==> src/rtl/wisc_fetch_queue.sv <==
// Instruction-fetch front end: PC, credit-limited imem reads, and a DEPTH-entry
// instruction/PC FIFO with redirect flush and HLT drain. Optional WISC_FETCH_BYPASS_EN.
module wisc_fetch_queue #(
  parameter int ADDR_W   = 16,
  parameter int INSTR_W  = 16,
  parameter int DEPTH    = 4,
  parameter int PC_STEP  = 2,
  parameter int RESET_PC = 0
) (
  input  logic                       clk,
  input  logic                       rst_n,
  output logic                       imem_req,
  output logic [ADDR_W-1:0]          imem_addr,
  input  logic [INSTR_W-1:0]         imem_rdata,
  input  logic                       redirect_valid,
  input  logic [ADDR_W-1:0]          redirect_pc,
  output logic                       instr_valid,
  input  logic                       instr_ready,
  output logic [INSTR_W-1:0]         instr,
  output logic [ADDR_W-1:0]          instr_pc,
  output logic [$clog2(DEPTH):0]     count,
  output logic                       hlt
);

  localparam int AW = $clog2(DEPTH);
  localparam int CW = AW + 1;

  typedef enum logic [1:0] {S_RUN, S_DRAIN, S_HALTED} state_t;

  state_t              state_q, state_d;
  logic [ADDR_W-1:0]   pc_q, pc_d;
  logic [ADDR_W-1:0]   req_pc_q, req_pc_d;
  logic                inflight_q, inflight_d;
  logic                hlt_q, hlt_d;
  logic [CW-1:0]       wr_ptr_q, wr_ptr_d;
  logic [CW-1:0]       rd_ptr_q, rd_ptr_d;
  logic [INSTR_W-1:0]  fifo_instr_q [DEPTH];
  logic [ADDR_W-1:0]   fifo_pc_q [DEPTH];

  logic          flush, ret_hlt, credit_ok, bypass, pop, fifo_pop, push, head_hlt;
  logic [CW-1:0] occ;

  always_comb begin
    occ       = wr_ptr_q - rd_ptr_q;
    flush     = redirect_valid && (state_q != S_HALTED);
    ret_hlt   = inflight_q && (imem_rdata[INSTR_W-1 -: 4] == 4'hF);
    credit_ok = (occ + CW'(inflight_q)) < CW'(DEPTH);
`ifdef WISC_FETCH_BYPASS_EN
    bypass    = inflight_q && (occ == '0) && !flush;
`else
    bypass    = 1'b0;
`endif

    instr_valid = bypass || (occ != '0);
    instr       = bypass ? imem_rdata : fifo_instr_q[rd_ptr_q[AW-1:0]];
    instr_pc    = bypass ? req_pc_q   : fifo_pc_q[rd_ptr_q[AW-1:0]];
    head_hlt    = instr[INSTR_W-1 -: 4] == 4'hF;

    pop      = instr_valid && instr_ready;
    fifo_pop = pop && (occ != '0);
    // A bypassed word taken by decode in its return cycle is never stored.
    push     = inflight_q && !flush && !(bypass && instr_ready);

    // The cycle an HLT returns must not issue the next sequential fetch.
    imem_req  = rst_n && (state_q == S_RUN) && credit_ok && !flush && !ret_hlt;
    imem_addr = pc_q;
    count     = occ;
    hlt       = hlt_q;

    pc_d = pc_q;
    if (flush) begin
      pc_d = redirect_pc;
    end else if (imem_req) begin
      pc_d = pc_q + ADDR_W'(PC_STEP);
    end
    req_pc_d   = imem_req ? pc_q : req_pc_q;
    inflight_d = imem_req;

    wr_ptr_d = flush ? '0 : wr_ptr_q + CW'(push);
    rd_ptr_d = flush ? '0 : rd_ptr_q + CW'(fifo_pop);

    state_d = state_q;
    hlt_d   = hlt_q;
    if (flush) begin
      state_d = S_RUN;
    end else if (pop && head_hlt) begin
      state_d = S_HALTED;
      hlt_d   = 1'b1;
    end else if ((state_q == S_RUN) && ret_hlt) begin
      state_d = S_DRAIN;
    end
  end

  always_ff @(posedge clk) begin
    if (!rst_n) begin
      state_q    <= S_RUN;
      pc_q       <= ADDR_W'(RESET_PC);
      req_pc_q   <= '0;
      inflight_q <= 1'b0;
      hlt_q      <= 1'b0;
      wr_ptr_q   <= '0;
      rd_ptr_q   <= '0;
    end else begin
      state_q    <= state_d;
      pc_q       <= pc_d;
      req_pc_q   <= req_pc_d;
      inflight_q <= inflight_d;
      hlt_q      <= hlt_d;
      wr_ptr_q   <= wr_ptr_d;
      rd_ptr_q   <= rd_ptr_d;
    end
  end

  // Storage is not reset; the pointers alone define which entries are live.
  always_ff @(posedge clk) begin
    if (push) begin
      fifo_instr_q[wr_ptr_q[AW-1:0]] <= imem_rdata;
      fifo_pc_q[wr_ptr_q[AW-1:0]]    <= req_pc_q;
    end
  end

endmodule

==> config.mk <==
export PLATFORM = sky130hd
export DESIGN_NAME = wisc_fetch_queue
export DESIGN_NICKNAME = d
export VERILOG_FILES = /design/src/rtl/wisc_fetch_queue.sv
export SDC_FILE = /design/constraint.sdc
export NUM_CORES = 1
export LEC_CHECK = 0
export BUFFER_PORTS_ARGS = -buffer_cell sky130_fd_sc_hd__buf_2
export CORE_MARGIN = 5
export CORE_UTILIZATION = 57
export DETAILED_ROUTE_END_ITERATION = 7
export PLACE_DENSITY = 0.77
export SETUP_SLACK_MARGIN = 0.4
export SYNTH_ARGS = -nofsm -noshare
export SYNTH_HDL_FRONTEND = slang
export SYNTH_SLANG_ARGS = --single-unit
==> constraint.sdc <==
create_clock -name clk -period 5.8 [get_ports clk]
set_clock_uncertainty 0.1 [all_clocks]
set_input_delay 1.16 -clock clk [delete_from_list [all_inputs] [get_ports clk]]
set_output_delay 1.16 -clock clk [all_outputs]
set_load 0.005 [all_outputs]
After elaboration in Yosys (flattened, before gate mapping)
Memory sizes are Yosys's and may differ from the RTL's. A register that Yosys moved wholly into a read port is not among the register bits.
Cells that the tools add are included.
{"block": "word_totals", "reg_bits": 42, "ramBits": 128, "out_inout_bits": 54, "mem_count": 2}
{"memory": "fifo_instr_q", "words": 4, "width": 16, "rd": 1, "rd_clocked_by_memory_dff": 1, "write_ports": 1, "line": "37", "text": "logic [INSTR_W-1:0] fifo_instr_q [DEPTH];"}
{"memory": "fifo_pc_q", "words": 4, "width": 16, "rd": 1, "rd_clocked_by_memory_dff": 1, "write_ports": 1, "line": "38", "text": "logic [ADDR_W-1:0] fifo_pc_q [DEPTH];"}
{"block": "op_classes", "add_sub_neg": 5, "n_lt_le_gt_ge": 1, "eq_ne": 3, "n_mux": 8, "n_bitwise": 2, "n_reduce_logical": 20}
{"operator": "two-way mux 16 bit", "n": 2}
{"operator": "adder 16 x 2 -> 16 bit (second input constant)", "n": 1}
{"operator": "logical AND 1 bit", "n": 11}
{"operator": "adder 3 x 1 -> 3 bit", "n": 3}
{"operator": "equality test 4 bit (second input constant)", "n": 2}
{"operator": "two-way mux 2 bit", "n": 4}
{"operator": "nonzero test 2 bit", "n": 2}
{"operator": "less-than comparator 3 bit (second input constant)", "n": 1}
{"operator": "nonzero test 3 bit", "n": 1}
{"operator": "OR reduction 3 bit", "n": 1}
{"operator": "subtractor 3 bit", "n": 1}
{"operator": "logical NOT 1 bit", "n": 2}
{"operator": "logical NOT 2 bit", "n": 1}
{"operator": "two-way mux 1 bit", "n": 2}
{"operator": "!= test 2 bit (second input constant)", "n": 1}
{"operator": "inverter 1 bit", "n": 2}
{"operator": "AND reduction 2 bit", "n": 1}
{"operator": "OR reduction 2 bit", "n": 1}

Longest topological paths before layout
{"block": "logic_depth", "word_depth": 8, "mapped_depth": 11}

Worst setup path before layout
Ideal clock, no wire load.
{"block": "synth_path", "path_type": "input to register", "start": "in redirect_valid", "end": "mem fifo_instr_q[0][0] (enable)", "setup_ps": 461, "arrival_ps": 3954, "setup_slack_ps": 1285, "stages": 4, "path_buffers": 1, "cell_sequence": "o21ai_0 -> clkbuf_1 -> nand2_1 -> nor3_1"}
{"block": "synth_between", "elab_chain_cells": 5}
{"element": "from (decl)", "line": "15", "text": "input logic redirect_valid,"}
{"element": "logical AND 1 bit", "line": "45", "text": "flush = redirect_valid && (state_q != S_HALTED);"}
{"element": "logical NOT 1 bit", "line": "62", "text": "push = inflight_q && !flush && !(bypass && instr_ready);"}
{"element": "logical AND 1 bit", "line": "62"}
{"element": "two-way mux 1 bit", "line": "116", "text": "if (push) begin"}
{"element": "two-way mux 1 bit (not written as such)", "line": "117", "text": "fifo_instr_q[wr_ptr_q[AW-1:0]] <= imem_rdata;"}
{"element": "to (decl)", "line": "37"}
Every way passes these cells.

Final worst setup path
{"block": "layout_path", "start": "reg wr_ptr_q[0]", "end": "out imem_req"}
{"block": "layout_between", "elab_chain_cells": 6}
{"element": "from (decl)", "line": "35", "text": "logic [CW-1:0] wr_ptr_q, wr_ptr_d;"}
{"element": "from (signal assigned)", "line": "109", "text": "wr_ptr_q <= wr_ptr_d;"}
{"element": "subtractor 3 bit", "line": "44", "text": "occ = wr_ptr_q - rd_ptr_q;"}
{"element": "adder 3 x 1 -> 3 bit", "line": "47", "text": "credit_ok = (occ + CW'(inflight_q)) < CW'(DEPTH);"}
{"element": "less-than comparator 3 bit", "line": "47"}
{"element": "logical AND 1 bit (3 in series)", "line": "65", "text": "imem_req = rst_n && (state_q == S_RUN) && credit_ok && !flush && !ret_hlt;"}
{"element": "to (decl)", "line": "12", "text": "output logic imem_req,"}
Every way passes these cells.

==> summary.md <==
| Metric | Value |
|---|---|
| Outcome | completed |
| Number of distinct standard cells referenced by the synthesized netlist | 49 |
| Max IR drop VDD | 0.2199 mV |
| Placeable Area | 11370 sq um |
| Setup repair after global routing missed its margin | no |
| Die Wd | 117.6 um |
| Cell-internal power | 2.030 mW |
| Average wire length per cell after detail routing | 20.53 um |
| Maximum frequency from static timing analysis | 199.5 MHz |
| Sum of internal, switching and leakage power | 2.563 mW |
| Most frequent cells in the layout | edfxtp_1 (128), buf_2 (89), nand2_1 (43), dfxtp_1 (40), mux4_2 (32) |
| Storage element area | 4687 sq um |
| Routed via count | 3870 |
| Post-CTS sizing | 0 |
| Clock sink count | 170 |
| Worst r2r dst | req_pc_q[15] |
| Reg2Reg Setup Slack | 2190 ps |
| Count of flip-flops with a built-in enable after synthesis | 128 |
| Crit path capture type | output port |
| Post-Synthesis Cell Area | 6594 sq um |
| Post-DP HPWL | 8.419 mm |
| Worst Reg-to-Reg Cells | 8 |
| Filler cell count | 759 |
| Area of the multi-input gates | 1797 sq um |
| Total setup violations reported at the end of the flow | 0 |
| Max-cap check violation count | 0 |
| Worst hold path depth | 1 |
| Total global-route track usage | 0.2047 |
| Die height | 117.6 um |
| Hold wc startpoint | hlt |
| Remaining number of nets flagged by the antenna check after routing | 0 |
| Antenna cell count | 0 |
| Final worst path period need | 5013 ps |
| Synthesis warning total | 0 |
| Worst Hold Endpoint | hlt |
| Hold Fails Final Rpt | 0 |
| Transition time at the pin with the least slew margin | 954.6 ps |
| Top cell type's share of synthesized area | 0.5829 |
| Cell total after placement | 630 |
| Total power per unit cell area | 327.7 nW/um^2 |
| Number of violations reported at the end of detailed-routing iteration 0 | 362 |
| Hold buffer count at CTS | 0 |
| Worst skew pair latency | 420 ps |
| Nets | 549 |
| Number of nets in the synthesized netlist | 451 |
| Number of antenna violations at the first check in global routing | 0 |
| Via count of the first global-routing pass | 4062 |
| Initial cell density of the core | 0.5799 |
| Average cell area after synthesis | 16.16 sq um |
| Vias per std cell | 5.846 |
| Largest area contributor in the synthesized netlist | edfxtp_1 |
| Total detailed-routing wirelength | 13.59 mm |
| Kind of launch point of the worst setup path | register |
| Clock tree from TritonCTS | done |
| Clock power frac | 0.433 |
| Gate power share | 0.041 |
| Number of non-filler instances in the completed layout | 662 |
| Share of the core filled with cells in the final layout | 0.6880 |
| Wire length of the first global-routing pass | 21.98 mm |
| Ys async rst share | 0 |
| Sequential fraction of the synthesis area | 0.7104 |
| Hold/Removal Path Class | reg -> reg |
| Leakage | 2.820 nW |
| Register bit count reported by yosys | 170 |
| Instance count of the mapped netlist | 408 |
| Maximum number of buffers from clock root to sink | 2 |
| Most common cell after layout, fill and taps aside | edfxtp_1 |
| Launching point of the worst reg2reg path | wr_ptr_q[0] |
| Number of port buffers | 89 |
| Dominant register cell in the synthesized netlist | edfxtp_1 |
| Clock edge transition at the registers on the reported setup and hold paths | 70 ps |
| CTS HTree Levels | 4 |
| Accumulated negative setup slack | 0 ps |
| Post-CTS Setup Inserts | 0 |
| TritonCTS buffer count | 17 |
| Top area cells in the synthesized netlist | edfxtp_1 (58%), dfxtp_1 (13%), mux4_2 (11%), nand2_1 (2.4%), a21oi_1 (1.7%) |
| Number of slew-limit violations in the final report | 0 |
| Area of the die | 13820 sq um |
| DR pass1 iterations | 6 |
| Part of the power in registers | 0.526 |
| Switching part of the total | 0.2081 |
| Category of the critical setup timing path | reg -> out |
| Number of remaining DRC errors | 0 |
| Largest fanout on the critical path | 25 |
| Syn-to-layout area delta | 18.63% |
| Slew HR | 0.3635 |
| Clk root buf | clkbuf_16 |
| Row count | 39 |
| Top-Level Pins | 90 |
| Net switching component of the power | 0.5334 mW |
| Final period util | 0.8644 |
| Arrival @ worst endpoint | 3750 ps |
| Critical path origin | wr_ptr_q[0] |
| Hold slack final | 390.4 ps |
| Placer's final routability congestion estimate | 0.9211 |
| Required time of the worst setup path | 4540 ps |
| Aggregate global routing overflow | 0 |
| Proportion of layout cells with a drive suffix above 1 | 0.3333 |
| Maximum number of pins on one net before global-route repair | 34 |
-- metal layers --
layer,share of wire,GRT usage
met1,0.41,0.2622
met2,0.51,0.3352
met3,0.063,0.06103
met4,0.017,0.07025
met5,0,0
-- cell type report --
cell class / instances / share of cell area
Multi-Input combinational cell: 204 / 0.2297
Sequential cell: 170 / 0.5992
Timing Repair Buffer: 96 / 0.06366
Tap cell: 143 / 0.02287
Inverter: 17 / 0.008157
Clock buffer: 24 / 0.06974
Clock inverter: 8 / 0.006718
-- worst max-delay path by stage --
stage	slack (ps)	endpoint	cells past startpoint
2_1_floorplan	1290	fifo_instr_q[0][0]	4
6_report	790	imem_req	7
5_1_grt	560	imem_req	7
4_1_cts	790	imem_req	7
3_5_place_dp	1280	imem_req	7
3_3_place_gp	1430	imem_req	7
-- through the flow --
| step | instance area, sq um | setup WS (ps) |
|---|---|---|
| 2_1_floorplan | 6594 | 1285 |
| 3_3_place_gp | 7224 | 1432 |
| 3_5_place_dp | 7224 | 1285 |
| 4_1_cts | 7823 | 791.0 |
| 5_1_grt | 7823 | 564.7 |
| 6_report | 7823 | 786.7 |
-- registers in the layout, indices dropped and copies added, names as in the netlist --
signal and cells:
req_pc_q 16, imem_addr 16, fifo_pc_q 64, rd_ptr_q 3
hlt 1, inflight_q 1, fifo_instr_q 64, wr_ptr_q 3
state_q 2
-- Yosys cell counts, drive strengths merged, types with 2 or more instances --
cell and instances:
or4 2, a21oi 23, xor2 3, o211ai 2
edfxtp 128, ha 6, nand4 5, o21a 2
xnor2 7, mux4 32, nor2 7, dfxtp 42
clkbuf 12, nand2 43, nor4 3, o31ai 2
buf 5, a31oi 5, or3 2, and2 2
nor3 8, nand3 11, and3 4, inv 16
o21ai 15
-- logic make-up after synthesis --
logic type,synth area share
AO/OA/AOI/OAI,0.05389
XOR/XNOR,0.01689
adder cells (fa/ha/maj),0.01442
buffers and inverters,0.02011
flip-flops,0.7104
multiplexers,0.1093
AND/OR/NAND/NOR,0.07495
-- power groups by stage --
stage,Combinational (mW),Clock (mW),Sequential (mW)
3_3_place_gp,0.0995,0,1.37
3_5_place_dp,0.104,0,1.37
4_1_cts,0.105,1.12,1.35
6_report,0.104,1.11,1.35
2_1_floorplan,0.0547,0,1.37
5_1_grt,0.117,1.18,1.35
-- critical path, stage by stage (launching register included) --
cell,delay [ps]
dfxtp_1,430
inv_1,150
ha_1,250
fa_1,390
xnor3_2,340
o21ai_2,790
clkinv_1,680
buf_2,310
Power figures use the tool's default switching activity.
